$ cat config.mk
export PLATFORM = sky130hd
export DESIGN_NAME = uart_ts_scheduler
export DESIGN_NICKNAME = d
export VERILOG_FILES = /design/src/rtl/uart_ts_pkg.sv /design/src/rtl/uart_ts_rr_arb2.sv /design/src/rtl/uart_ts_scheduler.sv
export SDC_FILE = /design/constraint.sdc
export NUM_CORES = 1
export LEC_CHECK = 0
export CAP_MARGIN = 0
export CORE_ASPECT_RATIO = 0.5
export CORE_UTILIZATION = 54
export DETAILED_ROUTE_END_ITERATION = 10
export PLACE_DENSITY = 0.88
export SYNTH_ARGS = -nofsm -noshare
export SYNTH_HDL_FRONTEND = slang
export SYNTH_HIERARCHICAL = 1
export SYNTH_SLANG_ARGS = --single-unit
$ cat constraint.sdc
create_clock -name clk -period 5.2 [get_ports clk]
set_input_delay 1.04 -clock clk [delete_from_list [all_inputs] [get_ports clk]]
set_output_delay 1.04 -clock clk [all_outputs]
set_load 0.1 [all_outputs]
$ cat src/rtl/uart_ts_pkg.sv
// Shared definitions for the UART timestamp frame scheduler: FSM states,
// default sync byte and the fixed per-frame byte overhead.
package uart_ts_pkg;

   typedef enum logic {
      IDLE = 1'b0,
      SEND = 1'b1
   } state_t;

   localparam logic [7:0] DEFAULT_SYNC_BYTE = 8'hA5;

   // Sync byte + tag byte + checksum byte around the timestamp bytes.
   localparam int FRAME_OVERHEAD = 3;

endpackage

$ cat src/rtl/uart_ts_rr_arb2.sv
// Two-way round-robin arbiter. The last-grant register moves only when the
// caller signals that the granted request was actually accepted.
module uart_ts_rr_arb2 (
   input  logic clk,
   input  logic rst_n,
   input  logic i_valid0,
   input  logic i_valid1,
   input  logic i_update,
   output logic o_grant,
   output logic o_grant_valid
);

   logic r_last_grant;

   always_comb begin
      o_grant_valid = i_valid0 | i_valid1;
      // On a tie favour whoever did not win last time.
      if (i_valid0 && i_valid1) begin
         o_grant = ~r_last_grant;
      end else begin
         o_grant = i_valid1;
      end
   end

   // Reset to requester 1 so requester 0 wins the first tie.
   always_ff @(posedge clk or negedge rst_n) begin
      if (!rst_n) begin
         r_last_grant <= 1'b1;
      end else if (i_update && o_grant_valid) begin
         r_last_grant <= o_grant;
      end
   end

endmodule

$ cat src/rtl/uart_ts_scheduler.sv
// Arbitrates two timestamp requesters and serialises each accepted record as
// a framed byte stream: sync, {src,tag}, timestamp MSB first, XOR checksum.
module uart_ts_scheduler
   import uart_ts_pkg::*;
#(
   parameter logic [7:0] SYNC_BYTE = DEFAULT_SYNC_BYTE,
   parameter int         TS_W      = 64
) (
   input  logic            clk,
   input  logic            rst_n,
   input  logic            req0_valid,
   input  logic [6:0]      req0_tag,
   input  logic [TS_W-1:0] req0_ts,
   output logic            req0_ready,
   input  logic            req1_valid,
   input  logic [6:0]      req1_tag,
   input  logic [TS_W-1:0] req1_ts,
   output logic            req1_ready,
   output logic            tx_valid,
   output logic [7:0]      tx_data,
   input  logic            tx_ready,
   output logic            busy,
   output logic [15:0]     frames_sent
);

   localparam int NB     = TS_W / 8;
   localparam int NBYTES = NB + FRAME_OVERHEAD;
   localparam int IDX_W  = $clog2(NBYTES);
   localparam logic [IDX_W-1:0] LAST_IDX = IDX_W'(NBYTES - 1);

   state_t            r_state;
   state_t            w_state_next;
   logic [IDX_W-1:0]  r_idx;
   logic              r_src;
   logic [6:0]        r_tag;
   logic [TS_W-1:0]   r_ts;
   logic [7:0]        r_csum;
   logic [15:0]       r_frames_cnt;

   logic              w_idle;
   logic              w_grant;
   logic              w_grant_valid;
   logic              w_accept;
   logic              w_xfer;
   logic              w_last;
   logic [6:0]        w_sel_tag;
   logic [TS_W-1:0]   w_sel_ts;
   logic [7:0]        w_tag_byte;
   logic [7:0]        w_csum;
   logic [7:0]        w_frame_byte [0:NBYTES-1];

   uart_ts_rr_arb2 u_arb (
      .clk          (clk),
      .rst_n        (rst_n),
      .i_valid0     (req0_valid),
      .i_valid1     (req1_valid),
      .i_update     (w_accept),
      .o_grant      (w_grant),
      .o_grant_valid(w_grant_valid)
   );

   assign w_idle     = (r_state == IDLE);
   // Readies are gated with rst_n so they read low while reset is held.
   assign req0_ready = rst_n && w_idle && w_grant_valid && !w_grant;
   assign req1_ready = rst_n && w_idle && w_grant_valid && w_grant;
   assign w_accept   = req0_ready | req1_ready;
   assign w_xfer     = !w_idle && tx_ready;
   assign w_last     = (r_idx == LAST_IDX);

   assign w_sel_tag  = w_grant ? req1_tag : req0_tag;
   assign w_sel_ts   = w_grant ? req1_ts  : req0_ts;
   assign w_tag_byte = {w_grant, w_sel_tag};

   // Checksum is fixed at acceptance, so it is ready long before the last byte.
   always_comb begin
      w_csum = w_tag_byte;
      for (int k = 0; k < NB; k++) begin
         w_csum = w_csum ^ w_sel_ts[8*k +: 8];
      end
   end

   assign w_frame_byte[0]        = SYNC_BYTE;
   assign w_frame_byte[1]        = {r_src, r_tag};
   assign w_frame_byte[NBYTES-1] = r_csum;

   generate
      for (genvar gi = 0; gi < NB; gi++) begin : g_ts_bytes
         assign w_frame_byte[gi+2] = r_ts[TS_W-1-8*gi -: 8];
      end
   endgenerate

   assign tx_valid    = !w_idle;
   assign busy        = !w_idle;
   assign tx_data     = w_idle ? 8'h00 : w_frame_byte[r_idx];
   assign frames_sent = r_frames_cnt;

   always_ff @(posedge clk or negedge rst_n) begin
      if (!rst_n) begin
         r_state <= IDLE;
      end else begin
         r_state <= w_state_next;
      end
   end

   always_comb begin
      w_state_next = r_state;
      case (r_state)
         IDLE: if (w_accept)          w_state_next = SEND;
         SEND: if (w_xfer && w_last)  w_state_next = IDLE;
         default:                     w_state_next = IDLE;
      endcase
   end

   always_ff @(posedge clk or negedge rst_n) begin
      if (!rst_n) begin
         r_idx        <= '0;
         r_src        <= 1'b0;
         r_tag        <= '0;
         r_ts         <= '0;
         r_csum       <= '0;
         r_frames_cnt <= '0;
      end else if (w_accept) begin
         r_idx  <= '0;
         r_src  <= w_grant;
         r_tag  <= w_sel_tag;
         r_ts   <= w_sel_ts;
         r_csum <= w_csum;
      end else if (w_xfer) begin
         if (w_last) begin
            r_idx        <= '0;
            r_frames_cnt <= r_frames_cnt + 16'd1;
         end else begin
            r_idx <= r_idx + 1'b1;
         end
      end
   end

endmodule

# Word level (Yosys, flattened, before mapping)
# Index checks and enable logic that the tools add are counted.
# word_totals
register_bits	102
latchBits	0
mem_bits_rw	0
romBits	0
in_bits	147
output_inout_bits	28
elab_cells	50
mem_count	0
# classes
add_sub_neg	2
multipliers	0
div	0
n_lt_le_gt_ge	1
eq_ne	1
n_shift	0
muxes	13
bitwise_logic	14
reduce_logical	11
# op_table
operator	count
64-bit two-way mux	1
8-bit bitwise XOR	8
8-bit binary-select mux with 4-bit select	1
8-bit two-way mux	3
16-bit by 1-bit adder with 16-bit output (second input constant)	1
4-bit two-way mux	3
1-bit logical AND	8
7-bit two-way mux	1
5-bit greater-or-equal comparator (second input constant)	1
4-bit NOT with 5-bit output	1
4-bit by 1-bit adder with 4-bit output (second input constant)	1
4-bit == test (second input constant)	1
1-bit two-way mux	3
1-bit NOT	3
3-bit AND reduction	1
1-bit bitwise OR	2
1-bit one-hot mux with 2 select lines	1
2-bit nonzero test	1
1-bit logical NOT	1

# Depth between registers and ports, before layout
# logic_depth
depth_word	11
depth_mapped	9
ltp_nobuf	7

# Modules after synthesis
# The synthesis kept the hierarchy.
# modules_own_cells
mod	instances	cells_per_inst	area_each_um2	seq_area_each_um2
uart_ts_scheduler	1	664	6576.3	2527.4
uart_ts_rr_arb2	1	5	51.3	26.3

# Least setup slack after synthesis
# OpenSTA, ideal clock, no wires.
# synth_timing
path_type	input port to output port
start	input port req1_valid
end	output port req1_ready
arrival_ns	3.058
required_time_ns	4.160
path_slack_ns	1.102
path_stages	6
n_path_buf	3
cell_sequence	a21boi_0 buf_6 inv_4 buf_6 buf_6 nor2_1
# synth_via
elab_chain_cells	3
word_cells_on_any_way	5
classes_between	mux (1); bitwise (1); reduce/logical (3)
# synth_lines
element	line_no	rtl
start, declared	uart_ts_scheduler.sv:15	input logic req1_valid,
1-bit bitwise OR / 1-bit logical AND (equally long branches)	uart_ts_rr_arb2.sv:16, uart_ts_rr_arb2.sv:18	
1-bit logical AND / 1-bit two-way mux (equally long branches)	uart_ts_scheduler.sv:65, uart_ts_rr_arb2.sv:18	
1-bit logical AND (*)	uart_ts_scheduler.sv:65	assign req1_ready = rst_n && w_idle && w_grant_valid && w_grant;
end, declared	uart_ts_scheduler.sv:18	output logic req1_ready,
# Every way passes the cells marked *; elsewhere a longest branch is shown, timed or not.

# Worst setup path in the final report
# layout_timing
start	register r_idx[0]
end	output port tx_data[6]
# layout_via
elab_chain_cells	5
# layout_lines
element	line_no	rtl
start, declared	uart_ts_scheduler.sv:33	logic [IDX_W-1:0] r_idx;
start signal, assigned	uart_ts_scheduler.sv:133	r_idx <= r_idx + 1'b1;
4-bit NOT with 5-bit output (not written as such)	uart_ts_scheduler.sv:94	assign tx_data = w_idle ? 8'h00 : w_frame_byte[r_idx];
8-bit binary-select mux with 4-bit select	uart_ts_scheduler.sv:94	
8-bit two-way mux (not written as such) (2 in series)	uart_ts_scheduler.sv:94	
8-bit two-way mux	uart_ts_scheduler.sv:94	
end, declared	uart_ts_scheduler.sv:20	output logic [7:0] tx_data,
# No other way between the ends. The select of a mux whose other input is x is not followed.

==> metrics.txt <==
die extent in y 80.3 um; most common cell after layout, fill and taps aside clkdlybuf4s50_1; GRT busiest layer met2; antenna violations before repair 0; Reg clk slew, reported paths 0.07 ns; max_slew headroom 30.2%; later-pin clock latency in the skew report 0.36 ns; P_int 0.00230 W; top_reg_cell synth dfrtp_1; top-level port count 175; DIE AREA 12700 um2; vias in the first global route 5403; post-route ant nets 0; Final Skew 0.00623 ns; Seq pwr share 32.6%; pin count of the biggest net entering global routing 120; final clock period utilization by the worst path 74.0%; hold_buf cts 0; CTS resizes 0; CTS sink cnt 102; Psw 0.00188 W; Max Cap Viol 0; Antenna diodes 0; Max Clk Rate 260 MHz; number of enable flip-flop cells after synthesis 0; combinational power share 50.3%; grt ovf 0; CTS root buf clkbuf_16; fin crit period 3.85 ns; drt drc 0; 1st-iter DRT viols 436; Layout area overhead 31.3%; maximum VDD drop 0.365 mV; Vias/cell 5.50; Max clock buf depth 2; leakage power 3.94 nW; Port Buf Inserts 174; M3 GR Usage 6.53%; Seq cells post-synth 102; Syn Area/Cell 9.91 um2; CP Launch Type register; Worst EP required 4.16 ns; Final HPWL DP 12700 um; net count reported at finish 966; Setup Buffers After CTS 0; pre-CTS setup slack 1.43 ns; fin worst setup slack 1.35 ns; CTS tree yes; DR pass1 iterations 4; Worst setup EP type output port; Final Hold Viols 0; Sw Share 44.9%; async set or reset register ratio after synthesis 100%; setup_tns 0 ns; TritonCTS Buffers 9; met1 Resource Use GR 35.0%; synthesized area 6630 um2; wire length per cell 17.1 um; Cells after Synth 669; total number of vias 5421; share of cells above drive strength 1 5.85%; row count 28; unrepaired setup endpoints after global routing no; Worst Tran Pin Value 1.05 ns; Setup Viol. Count Final 0; commonest cells after routing, fill and taps aside clkdlybuf4s50_1 (163), mux2i_1 (119), dfrtp_1 (101); count of different cell masters after synthesis 50; status finished, final reports clean; gr usage total 27.8%; yosys warns 6; Clk network pwr share 17.1%; Core ar. 11900 um2; Max Transition Viols Final 0; Setup CP Type reg2out; GR Util met2 48.2%; RePlAce Congestion 0.825; WP data arrival 2.81 ns; Hold WC Path Type reg2reg; first-pass GRT wire length 26600 um; H-tree depth 3; Initial Util 55.8%; Seq/Total Area, Yosys 38.5%; critical path peak fanout 15; Total Wirelength 16900 um; die width 159 um; syn_nets 819; PwrDens 480 nW/um2
-- stage by stage --
step                      power (W)  hold WS, ns  instances  area (um2)  utilization, %
after floorplan             0.00288        0.448        669        6630               -
final                       0.00418        0.481        986        8700            73.3
after CTS                   0.00418        0.485        986        8700            73.3
after detailed placement    0.00345        0.471        970        8390            70.6
after global routing        0.00440        0.511        986        8700            73.3
after global placement      0.00338        0.460        970        8390            70.6
-- power groups by stage --
stage / combinational (W) / clock (W) / sequential, W
2_1_floorplan: 0.00159 / 0 / 0.00129
3_3_place_gp: 0.00204 / 0 / 0.00134
3_5_place_dp: 0.00209 / 0 / 0.00136
4_1_cts: 0.00211 / 0.000724 / 0.00135
5_1_grt: 0.00225 / 0.000755 / 0.00139
6_report: 0.00210 / 0.000713 / 0.00136
-- worst paths after layout --
path / startpoint / end / slack [ns] / cells past startpoint
max in group asynchronous: rst_n / r_ts[47] / 3.35 / 2
max reg2reg: r_idx[1] / frames_sent[15] / 2.55 / 7
min reg2reg: frames_sent[15] / frames_sent[15] / 0.48 / 1
min: frames_sent[15] / frames_sent[15] / 0.48 / 1
min in group asynchronous: rst_n / r_ts[12] / 0.63 / 1
max: r_idx[0] / tx_data[6] / 1.35 / 5
-- sequential cells by signal, indices dropped and copies added, names as in the netlist --
| register | count |
|---|---|
| busy | 1 |
| frames_sent | 16 |
| r_csum | 8 |
| r_idx | 4 |
| r_src | 1 |
| r_tag | 7 |
| r_ts | 64 |
| u_arb/r_last_grant | 1 |
-- synthesized netlist by cell type, types with 7 or more instances --
cell / number / area [um2]
nor2_1: 16 / 60.1
dfrtp_1: 101 / 2530
clkbuf_1: 23 / 86.3
xnor3_1: 7 / 158
mux2i_1: 119 / 1190
buf_2: 9 / 45.0
nor2b_1: 9 / 56.3
xnor2_1: 37 / 324
a21oi_1: 11 / 55.1
o21ai_1: 83 / 415
xor2_1: 67 / 587
nand2_1: 97 / 364
-- layout make-up --
type                       instances  area, um2
multi-input combinational        518       3840
timing repair buffer             180       1760
clock buffer                      10        239
sequential                       102       2550
fill                             840       3180
inverter                           5       21.3
tap                              165        206
clock inverter                     6       75.1
-- kinds of logic (layout without fill, tap and decap cells) --
group / Yosys count / in the layout / synth area share (%)
simple gates: 148 / 148 / 9.74
mux: 129 / 129 / 20.5
compound gates: 127 / 127 / 10.9
xor+xnor: 111 / 111 / 16.1
flops: 102 / 102 / 38.5
buf+inv: 49 / 201 / 3.66
fa+ha+maj: 3 / 3 / 0.566
-- worst max-delay path: stages, from the launching register on --
cell,delay [ns]
dfrtp_1,0.68
nor2b_1,0.70
a21oi_1,0.22
a221oi_1,0.41
o21a_1,0.16
buf_4,0.29
-- metal layers --
metal	vias up	share of wire [%]
li1	2610	-
met1	2615	42
met2	182	50
met3	14	7.2
met4	0	1.0
met5	-	0
(Power assumes the default switching activity.)
